## src/rtl/mem_arbiter_pkg.sv

```systemverilog
// Shared types and constants for the IF/DM memory arbiter: FSM states,
// grant codes and RISC-V load/store funct3 encodings.
package mem_arb_pkg;

  typedef enum logic [1:0] {
    IDLE    = 2'b00,
    DONE_IF = 2'b01,
    DONE_DM = 2'b10
  } state_t;

  typedef enum logic [1:0] {
    GNT_NONE = 2'b00,
    GNT_IF   = 2'b01,
    GNT_DM   = 2'b10
  } gnt_t;

  localparam logic [2:0] FUNCT3_LB  = 3'b000;
  localparam logic [2:0] FUNCT3_LH  = 3'b001;
  localparam logic [2:0] FUNCT3_LW  = 3'b010;
  localparam logic [2:0] FUNCT3_LBU = 3'b100;
  localparam logic [2:0] FUNCT3_LHU = 3'b101;
  localparam logic [2:0] FUNCT3_SB  = 3'b000;
  localparam logic [2:0] FUNCT3_SH  = 3'b001;
  localparam logic [2:0] FUNCT3_SW  = 3'b010;

endpackage

```

## src/rtl/mem_arbiter_if.sv

```systemverilog
// Shared single-port memory bus between the arbiter (master) and the
// byte-addressed memory instance (slave); read data is combinational.
interface mem_arbiter_if #(
  parameter int ADDR_W = 32,
  parameter int DATA_W = 32
);
  logic              mem_read;
  logic              mem_write;
  logic [2:0]        mem_funct3;
  logic [ADDR_W-1:0] mem_addr;
  logic [DATA_W-1:0] mem_wdata;
  logic [DATA_W-1:0] mem_rdata;

  modport master (
    output mem_read, mem_write, mem_funct3, mem_addr, mem_wdata,
    input  mem_rdata
  );

  modport slave (
    input  mem_read, mem_write, mem_funct3, mem_addr, mem_wdata,
    output mem_rdata
  );
endinterface

```

## src/rtl/mem_arbiter_pick.sv

```systemverilog
// Combinational grant selection for the memory arbiter: eligibility per
// requester from the FSM state, then DM-first or round-robin priority.
module mem_arb_pick
  import mem_arb_pkg::*;
(
  input  state_t state,
  input  logic   if_req,
  input  logic   dm_req,
  input  logic   prio_if,
  output gnt_t   gnt
);

  logic if_elig;
  logic dm_elig;

  // A requester still holds req during its own done cycle; it must not be
  // granted again until that pulse has passed.
  assign if_elig = if_req && (state != DONE_IF);
  assign dm_elig = dm_req && (state != DONE_DM);

  always_comb begin
    gnt = GNT_NONE;
    if (if_elig && dm_elig) begin
      gnt = prio_if ? GNT_IF : GNT_DM;
    end else if (dm_elig) begin
      gnt = GNT_DM;
    end else if (if_elig) begin
      gnt = GNT_IF;
    end
  end

endmodule

```

## src/rtl/mem_arbiter.sv

```systemverilog
// Arbitrates one shared memory port between instruction fetch and data access.
// Optional MEM_ARB_RR_EN: round-robin on contention instead of fixed DM priority.
module mem_arbiter
  import mem_arb_pkg::*;
#(
  parameter int ADDR_W = 32,
  parameter int DATA_W = 32
) (
  input  logic              clk,
  input  logic              rst,

  input  logic              if_req,
  input  logic [ADDR_W-1:0] if_addr,
  output logic [DATA_W-1:0] if_rdata,
  output logic              if_done,

  input  logic              dm_req,
  input  logic              dm_we,
  input  logic [2:0]        dm_funct3,
  input  logic [ADDR_W-1:0] dm_addr,
  input  logic [DATA_W-1:0] dm_wdata,
  output logic [DATA_W-1:0] dm_rdata,
  output logic              dm_done,

  output logic              if_stall,
  output logic              dm_stall,

  mem_arbiter_if.master     mem
);

  state_t state;
  state_t state_next;
  gnt_t   gnt_raw;
  gnt_t   gnt;
  logic   prio_if;

  mem_arb_pick u_pick (
    .state   (state),
    .if_req  (if_req),
    .dm_req  (dm_req),
    .prio_if (prio_if),
    .gnt     (gnt_raw)
  );

  // Reset kills the grant outright so a store on the reset edge never commits.
  assign gnt = rst ? GNT_NONE : gnt_raw;

`ifdef MEM_ARB_RR_EN
  always_ff @(posedge clk) begin
    if (rst) begin
      prio_if <= 1'b0;
    end else if (gnt == GNT_DM) begin
      prio_if <= 1'b1;
    end else if (gnt == GNT_IF) begin
      prio_if <= 1'b0;
    end
  end
`else
  assign prio_if = 1'b0;
`endif

  always_ff @(posedge clk) begin
    if (rst) begin
      state <= IDLE;
    end else begin
      state <= state_next;
    end
  end

  always_comb begin
    state_next = IDLE;
    unique case (gnt)
      GNT_IF:  state_next = DONE_IF;
      GNT_DM:  state_next = DONE_DM;
      default: state_next = IDLE;
    endcase
  end

  assign if_done  = (state == DONE_IF);
  assign dm_done  = (state == DONE_DM);
  assign if_stall = if_req & ~if_done;
  assign dm_stall = dm_req & ~dm_done;

  always_comb begin
    mem.mem_read   = 1'b0;
    mem.mem_write  = 1'b0;
    mem.mem_funct3 = '0;
    mem.mem_addr   = '0;
    mem.mem_wdata  = '0;
    unique case (gnt)
      GNT_IF: begin
        mem.mem_read   = 1'b1;
        mem.mem_funct3 = FUNCT3_LW;
        mem.mem_addr   = if_addr;
      end
      GNT_DM: begin
        mem.mem_read   = ~dm_we;
        mem.mem_write  = dm_we;
        mem.mem_funct3 = dm_funct3;
        mem.mem_addr   = dm_addr;
        mem.mem_wdata  = dm_wdata;
      end
      default: ;
    endcase
  end

  always_ff @(posedge clk) begin
    if (rst) begin
      if_rdata <= '0;
      dm_rdata <= '0;
    end else begin
      if (gnt == GNT_IF) begin
        if_rdata <= mem.mem_rdata;
      end
      if (gnt == GNT_DM) begin
        dm_rdata <= dm_we ? '0 : mem.mem_rdata;
      end
    end
  end

endmodule

```

## src/flat_wrapper.sv

```systemverilog
// flat-port wrapper written by rule: the top's interface ports become plain ports
module mem_arbiter_flat import mem_arb_pkg::*;
#(
  parameter int ADDR_W = 32,
  parameter int DATA_W = 32
)
  (clk, rst, if_req, if_addr, if_rdata, if_done, dm_req, dm_we, dm_funct3, dm_addr, dm_wdata, dm_rdata, dm_done, if_stall, dm_stall, mem_mem_read, mem_mem_write, mem_mem_funct3, mem_mem_addr, mem_mem_wdata, mem_mem_rdata);
  mem_arbiter_if #(.ADDR_W(ADDR_W), .DATA_W(DATA_W)) mem_i ();
  input  logic clk;
  input  logic rst;
  input  logic if_req;
  input  logic [ADDR_W-1:0] if_addr;
  output logic [DATA_W-1:0] if_rdata;
  output logic if_done;
  input  logic dm_req;
  input  logic dm_we;
  input  logic [2:0] dm_funct3;
  input  logic [ADDR_W-1:0] dm_addr;
  input  logic [DATA_W-1:0] dm_wdata;
  output logic [DATA_W-1:0] dm_rdata;
  output logic dm_done;
  output logic if_stall;
  output logic dm_stall;
  output wire logic [$bits(mem_i.mem_read)-1:0] mem_mem_read;
  output wire logic [$bits(mem_i.mem_write)-1:0] mem_mem_write;
  output wire logic [$bits(mem_i.mem_funct3)-1:0] mem_mem_funct3;
  output wire logic [$bits(mem_i.mem_addr)-1:0] mem_mem_addr;
  output wire logic [$bits(mem_i.mem_wdata)-1:0] mem_mem_wdata;
  input wire logic [$bits(mem_i.mem_rdata)-1:0] mem_mem_rdata;
  assign mem_mem_read = mem_i.mem_read;
  assign mem_mem_write = mem_i.mem_write;
  assign mem_mem_funct3 = mem_i.mem_funct3;
  assign mem_mem_addr = mem_i.mem_addr;
  assign mem_mem_wdata = mem_i.mem_wdata;
  assign mem_i.mem_rdata = mem_mem_rdata;
  mem_arbiter #(.ADDR_W(ADDR_W), .DATA_W(DATA_W)) u_core (.clk(clk), .rst(rst), .if_req(if_req), .if_addr(if_addr), .if_rdata(if_rdata), .if_done(if_done), .dm_req(dm_req), .dm_we(dm_we), .dm_funct3(dm_funct3), .dm_addr(dm_addr), .dm_wdata(dm_wdata), .dm_rdata(dm_rdata), .dm_done(dm_done), .if_stall(if_stall), .dm_stall(dm_stall), .mem(mem_i));
endmodule
```

## config.mk

```make
export PLATFORM = sky130hd
export DESIGN_NAME = mem_arbiter_flat
export DESIGN_NICKNAME = d
export VERILOG_FILES = /design/src/rtl/mem_arbiter_pkg.sv /design/src/rtl/mem_arbiter_if.sv /design/src/rtl/mem_arbiter_pick.sv /design/src/rtl/mem_arbiter.sv /design/src/flat_wrapper.sv
export SDC_FILE = /design/constraint.sdc
export NUM_CORES = 1
export LEC_CHECK = 0
export ABC_CLOCK_PERIOD_IN_PS = 1600
export BUFFER_PORTS_ARGS = -buffer_cell sky130_fd_sc_hd__buf_2
export CAP_MARGIN = 40
export CELL_PAD_IN_SITES_DETAIL_PLACEMENT = 0
export CELL_PAD_IN_SITES_GLOBAL_PLACEMENT = 1
export CORE_UTILIZATION = 23
export DETAILED_ROUTE_END_ITERATION = 8
export PLACE_DENSITY = 0.81
export SLEW_MARGIN = 20
export SYNTH_ARGS = -nofsm -noshare
export SYNTH_HDL_FRONTEND = slang
export SYNTH_SLANG_ARGS = --single-unit
```

## constraint.sdc

```tcl
create_clock -name clk -period 1.6 [get_ports clk]
set_clock_uncertainty 0.15 [all_clocks]
set_input_delay 0.08 -clock clk [delete_from_list [all_inputs] [get_ports clk]]
set_output_delay 0.08 -clock clk [all_outputs]
set_load 0.03 [all_outputs]
```

Word level (Yosys, flattened, before mapping)

Cells that the tools add are included.
W data, S select, Z words.

Equality and inequality tests: 6
Multiplexer cells: 11
Reductions and logical operators: 3
Bitwise gates (word level): 5

Operators with widths:

| operator             | count |
|---|---|
| $mux W32             | 2 |
| $pmux W32 S2         | 1 |
| $mux W2              | 3 |
| $pmux W3 S2          | 1 |
| $eq A2 B1 Y1 const B | 2 |
| $eq A2 B2 Y1 const B | 2 |
| $pmux W2 S2          | 1 |
| $logic_and A1 B1 Y1  | 3 |
| $not A1 Y1           | 3 |
| $and A1 B1 Y1        | 2 |
| $mux W1              | 2 |
| $ne A2 B1 Y1 const B | 1 |
| $ne A2 B2 Y1 const B | 1 |
| $pmux W1 S2          | 1 |

Logic and storage cells: 28
Bits of input ports: 136
Bits in registers: 66

Logic depth before layout (Yosys ltp)

Depth in word-level cells: 8
Depth in mapped cells: 9
Mapped depth without buffers: 6

By module

From an unflattened synthesis, not the netlist that was laid out.

Cells, all modules: 392
Area total of the unflattened synthesis: 3488.3 µm²

Modules (own cells, without submodules):

| module       | times used | area an instance (µm²) | cells each |
|---|---|---|---|
| mem_arbiter  | 1          | 3442.1                 | 385 |
| mem_arb_pick | 1          | 46.3                   | 7 |

Worst setup path before layout

No wires, ideal clock.

Kind: reg-to-output
From: reg u_core.state[0]
To: out mem_mem_addr[10]
Stages on the path, launching flop included: 9
Arrival time: 1.967 ns
Required time: 1.370 ns
Slack: -0.597 ns
Path through: dfxtp_1 -> nand2b_1 -> inv_1 -> nor3b_1 -> ha_1 -> buf_6 -> buf_4 -> a22oi_1 -> nor2_1

Longest elaborated chain between the ends: 8
Elaborated cells between the ends (all ways): 12
Classes of those cells: eq/ne: 4; mux: 5; reduce/logical: 3

Ends and longest elaborated chain:

| element                                      | RTL line               | text |
|---|---|---|
| from (decl)                                  | mem_arbiter.sv:31      | `state_t state;` |
| from (signal assigned)                       | mem_arbiter.sv:66      | `state <= state_next;` |
| $ne A2 B1 Y1                                 | mem_arbiter_pick.sv:18 | `assign if_elig = if_req && (state != DONE_IF);` |
| $logic_and A1 B1 Y1                          | mem_arbiter_pick.sv:18 |  |
| $mux W1                                      | mem_arbiter_pick.sv:27 | `end else if (if_elig) begin` |
| $mux W2                                      | mem_arbiter_pick.sv:25 | `end else if (dm_elig) begin` |
| $mux W2 *                                    | mem_arbiter_pick.sv:23 | `if (if_elig && dm_elig) begin` |
| $mux W2 *                                    | mem_arbiter.sv:46      | `assign gnt = rst ? GNT_NONE : gnt_raw;` |
| $eq A2 B2 Y1 or $eq A2 B1 Y1 (tied branches) | mem_arbiter.sv:90      | `unique case (gnt)` |
| $pmux W32 S2 *                               | mem_arbiter.sv:90      |  |
| to (decl)                                    | flat_wrapper.sv:27     | `output wire logic [$bits(mem_i.mem_addr)-1:0] mem_mem_addr;` |

Every way passes the cells marked *; elsewhere a longest branch is shown, timed or not.

Worst setup path after layout

From: reg u_core.state[0]
To: out mem_mem_addr[18]

Same word-level chain as after synthesis.

==> metrics.md <==
| Metric | Value |
|---|---|
| H-tree depth | 3 |
| Final period utilization | 135% |
| CTS sink count | 66 |
| Cell Area, Synth | roughly 0.0033 mm² |
| Vias in the first global route | 3889 |
| Routed len/inst | 15.4 µm |
| Failing checks | negative setup slack |
| I/O pins | 273 |
| Area leader, netlist | dfxtp_1 |
| First-pass GRT wire length | a little over 20000 µm |
| Synth Area in Compound Gates | between 10 and 15% |
| Launching point of the worst reg2reg path | u_core.state[0]$_SDFF_PP0_ |
| CTS tree | done |
| Initial core utilization | approximately a quarter |
| Worst R2R Path Depth | 10 |
| RSZ-0062 raised after global routing | true |
| Final setup fails | 133 |
| Largest net degree at the start of global routing | 63 |
| Relative slew slack | 56.4% |
| Slowest stage delay, CP | 0.33 ns |
| Reg2reg setup slack | -0.42 ns |
| Power per cell area | approximately 720 mW/mm² |
| Die Ht | 122 µm |
| Pwr Total | about 5000 µW |
| Most frequent cells in the layout | buf_2 (203), buf_6 (74), dfxtp_1 (64) |
| Status | finished, violations left |
| Hold path cells | 4 |
| Post-synth net total | 525 |
| FP Rows | 43 |
| DPL Wire Length | between 9000 and 10000 µm |
| Hold WC Path Type | in2reg |
| Xor and xnor area share after synthesis | 0% |
| Vias | 3972 |
| Final worst path period need | around 2.2 ns |
| Hold endpoint | u_core.dm_rdata[6]$_SDFFE_PP0N_ |
| Initial antenna violation count | 0 |
| Fin. max-slew vios | 0 |
| Number of synthesized register bits | 66 |
| Die extent in x | approximately 120 µm |
| CP startpoint | u_core.state[0]$_SDFF_PP0_ |
| # DRC | 0 |
| Final ANT Viol Nets | 0 |
| Share of cells above drive strength 1 | 62.7% |
| Worst Path Required | between 1 and 1.5 ns |
| Layout area overhead | 112% |
| Post-layout nets | 848 |
| CTS root buf | clkbuf_16 |
| Clock transition at path regs | approximately 0.05 ns |
| Final WL | roughly 14000 µm |
| Final WS setup | -0.559 ns |
| Least-Margin Pin Slew | 0.654 ns |
| Core ar. | 0.0140 mm² |
| IO Port Bufs | around 270 |
| Vias per cell | 4.46 |
| Hold Startpoint | dm_we |
| Die area | 0.0149 mm² |
| Commonest non-fill, non-tap cell in the layout | buf_2 |
| Crit end category | output pin |
| Synth top area share | about 40% |
| Worst ir drop on vdd | 0.830 mV |
| Final global-route overflow total | 0 |
| Final hold violation count | 0 |
| Area share of fa/ha/maj cells after synthesis | 1.51% |
| Worst-Skew Late Latency | between 0.3 and 0.4 ns |
| CP Class | reg2out |
| Clk buf depth | 2 |
| Critical path arrival | around 1.9 ns |
| Initial drt markers | 69 |
| Critical path, cell by cell | nand2b_4, buf_6, nand3b_1, ha_4, buf_6, buf_12, a22oi_2, nor2_4, buf_6 |
| Combinational family with the most area after synthesis | simple AND/OR/NAND/NOR gates |
| CTS Buf Count | 9 |
| Antenna Cells | 0 |
| Tot GR Track Use | approximately 17% |
| Lkg Pwr | 0.00303 µW |
| Routability Congestion | 0.752 |
| DRT Pass-1 Iters | 4 |
| Mux cell area share after synthesis | 9.65% |
| Cell variety after synth | 20 |
| Crit path launch type | flop |
| Slowest cell on crit path | dfxtp_2 |
| Yosys warns | 0 |
| Reg2reg end | u_core.if_rdata[29]$_SDFFE_PP0N_ |
| Post-Syn Instances | 385 |
| Seq/Total Area, Yosys | 39.8% |
| Max_cap viols | 0 |
| Worst-path fanout max | 5 |
| Final core utilization | 50.2% |
| Critical path's most frequent cell | buf_6 |
| Area contributors post-synth | dfxtp_1 (40%), mux2i_1 (9.6%), nand3b_1 (7.5%) |
| Simple logic cell fraction of the synthesized area | 29.3% |
| F_max | 0.463 GHz |
| Avg Inst Size Synth | 8.62 µm² |
-- logic make-up (layout without fill, tap and decap cells) --
kind of cell    count (synthesis)  in the layout
simple gates                  175            175
compound gates                 69             69
flops                          66             66
buf+inv                        39            365
mux                            32             32
fa+ha+maj                       4              4
-- state kept, by name (all words and copies together), names as in the netlist --
register and count:
u_core.state 2, u_core.dm_rdata 32, u_core.if_rdata 32
-- report_power, final --
| group | leakage (µW) | total, µW | switching [µW] | internal, µW |
|---|---|---|---|---|
| Clock | 0.000138 | 1840 | 658 | 1180 |
| Combinational | 0.00236 | 1470 | 767 | 706 |
| Sequential | 0.000536 | 1730 | 29.0 | 1700 |
| Total | 0.00303 | 5040 | 1450 | 3580 |
-- cells in the mapped netlist --
cell type / count
dfxtp_1: 66
nor2_1: 66
and2_1: 36
a21oi_1: 34
nand2b_1: 34
nand3b_1: 33
a22oi_1: 32
mux2i_1: 32
clkbuf_1: 17
buf_2: 8
buf_6: 7
nor2b_1: 5
buf_4: 4
ha_1: 4
inv_1: 2
a21boi_0: 1
clkbuf_2: 1
nor3b_1: 1
o21a_1: 1
o21ai_0: 1
-- routing by layer --
layer  wire length [µm]  global-route usage [%]  vias up
li1                   -                       -     1941
met1               5330                    19.6     1862
met2               7220                    32.5      157
met3                971                    4.68       12
met4                195                    4.42        0
met5                  0                       0        -
-- worst max-delay path: cells and delay by family (launching register included) --
kind                       cells  cell delay [ns]
buffers and inverters          4             0.50
and+or+nand+nor                3             0.35
AOI/OAI and AO/OA              1             0.20
adders and majority gates      1             0.23
DFF                            1             0.33
-- stage by stage --
stage / cell area [µm²] / hold WS, ns / cells / setup slack, ns / setup TNS [ns]
6_report: 7030 / 0.252 / 891 / -0.559 / -50.29
2_1_floorplan: 3990 / 0.0772 / 385 / -0.212 / -13.25
3_5_place_dp: 5590 / 0.189 / 826 / -0.300 / -29.93
3_3_place_gp: 5590 / 0.186 / 826 / -0.252 / -23.71
5_1_grt: 7030 / 0.276 / 891 / -0.647 / -62.45
4_1_cts: 6990 / 0.246 / 891 / -0.566 / -53.77
-- how the worst max path moves through the flow --
stage	cells past startpoint	slack, ns	endpoint
after global placement	8	-0.25	mem_mem_addr[27]
after global routing	9	-0.65	mem_mem_addr[18]
after detailed placement	8	-0.30	u_core.dm_rdata[23]$_SDFFE_PP0N_
after CTS	9	-0.57	mem_mem_addr[18]
after floorplan	8	-0.21	mem_mem_addr[10]
final	9	-0.56	mem_mem_addr[18]
-- what timing repair did --
action	4_1_cts	5_1_grt
endpoints found under the hold margin	66	0
buffers inserted	10	3
cloned	7	2
gates resized for setup	160	15
pin swaps	38	24
hold buffers	34	0
endpoints found under the setup margin	133	134
-- area by class of cell --
cell class	instances	area (µm²)
Clock buffer	10	229
Inverter	2	12.5
Sequential cell	66	1320
Multi-Input combinational cell	280	2390
Fill cell	1278	6960
Clock inverter	4	45.0
Tap cell	180	225
Timing Repair Buffer	349	2800
Power figures use the tool's default switching activity.
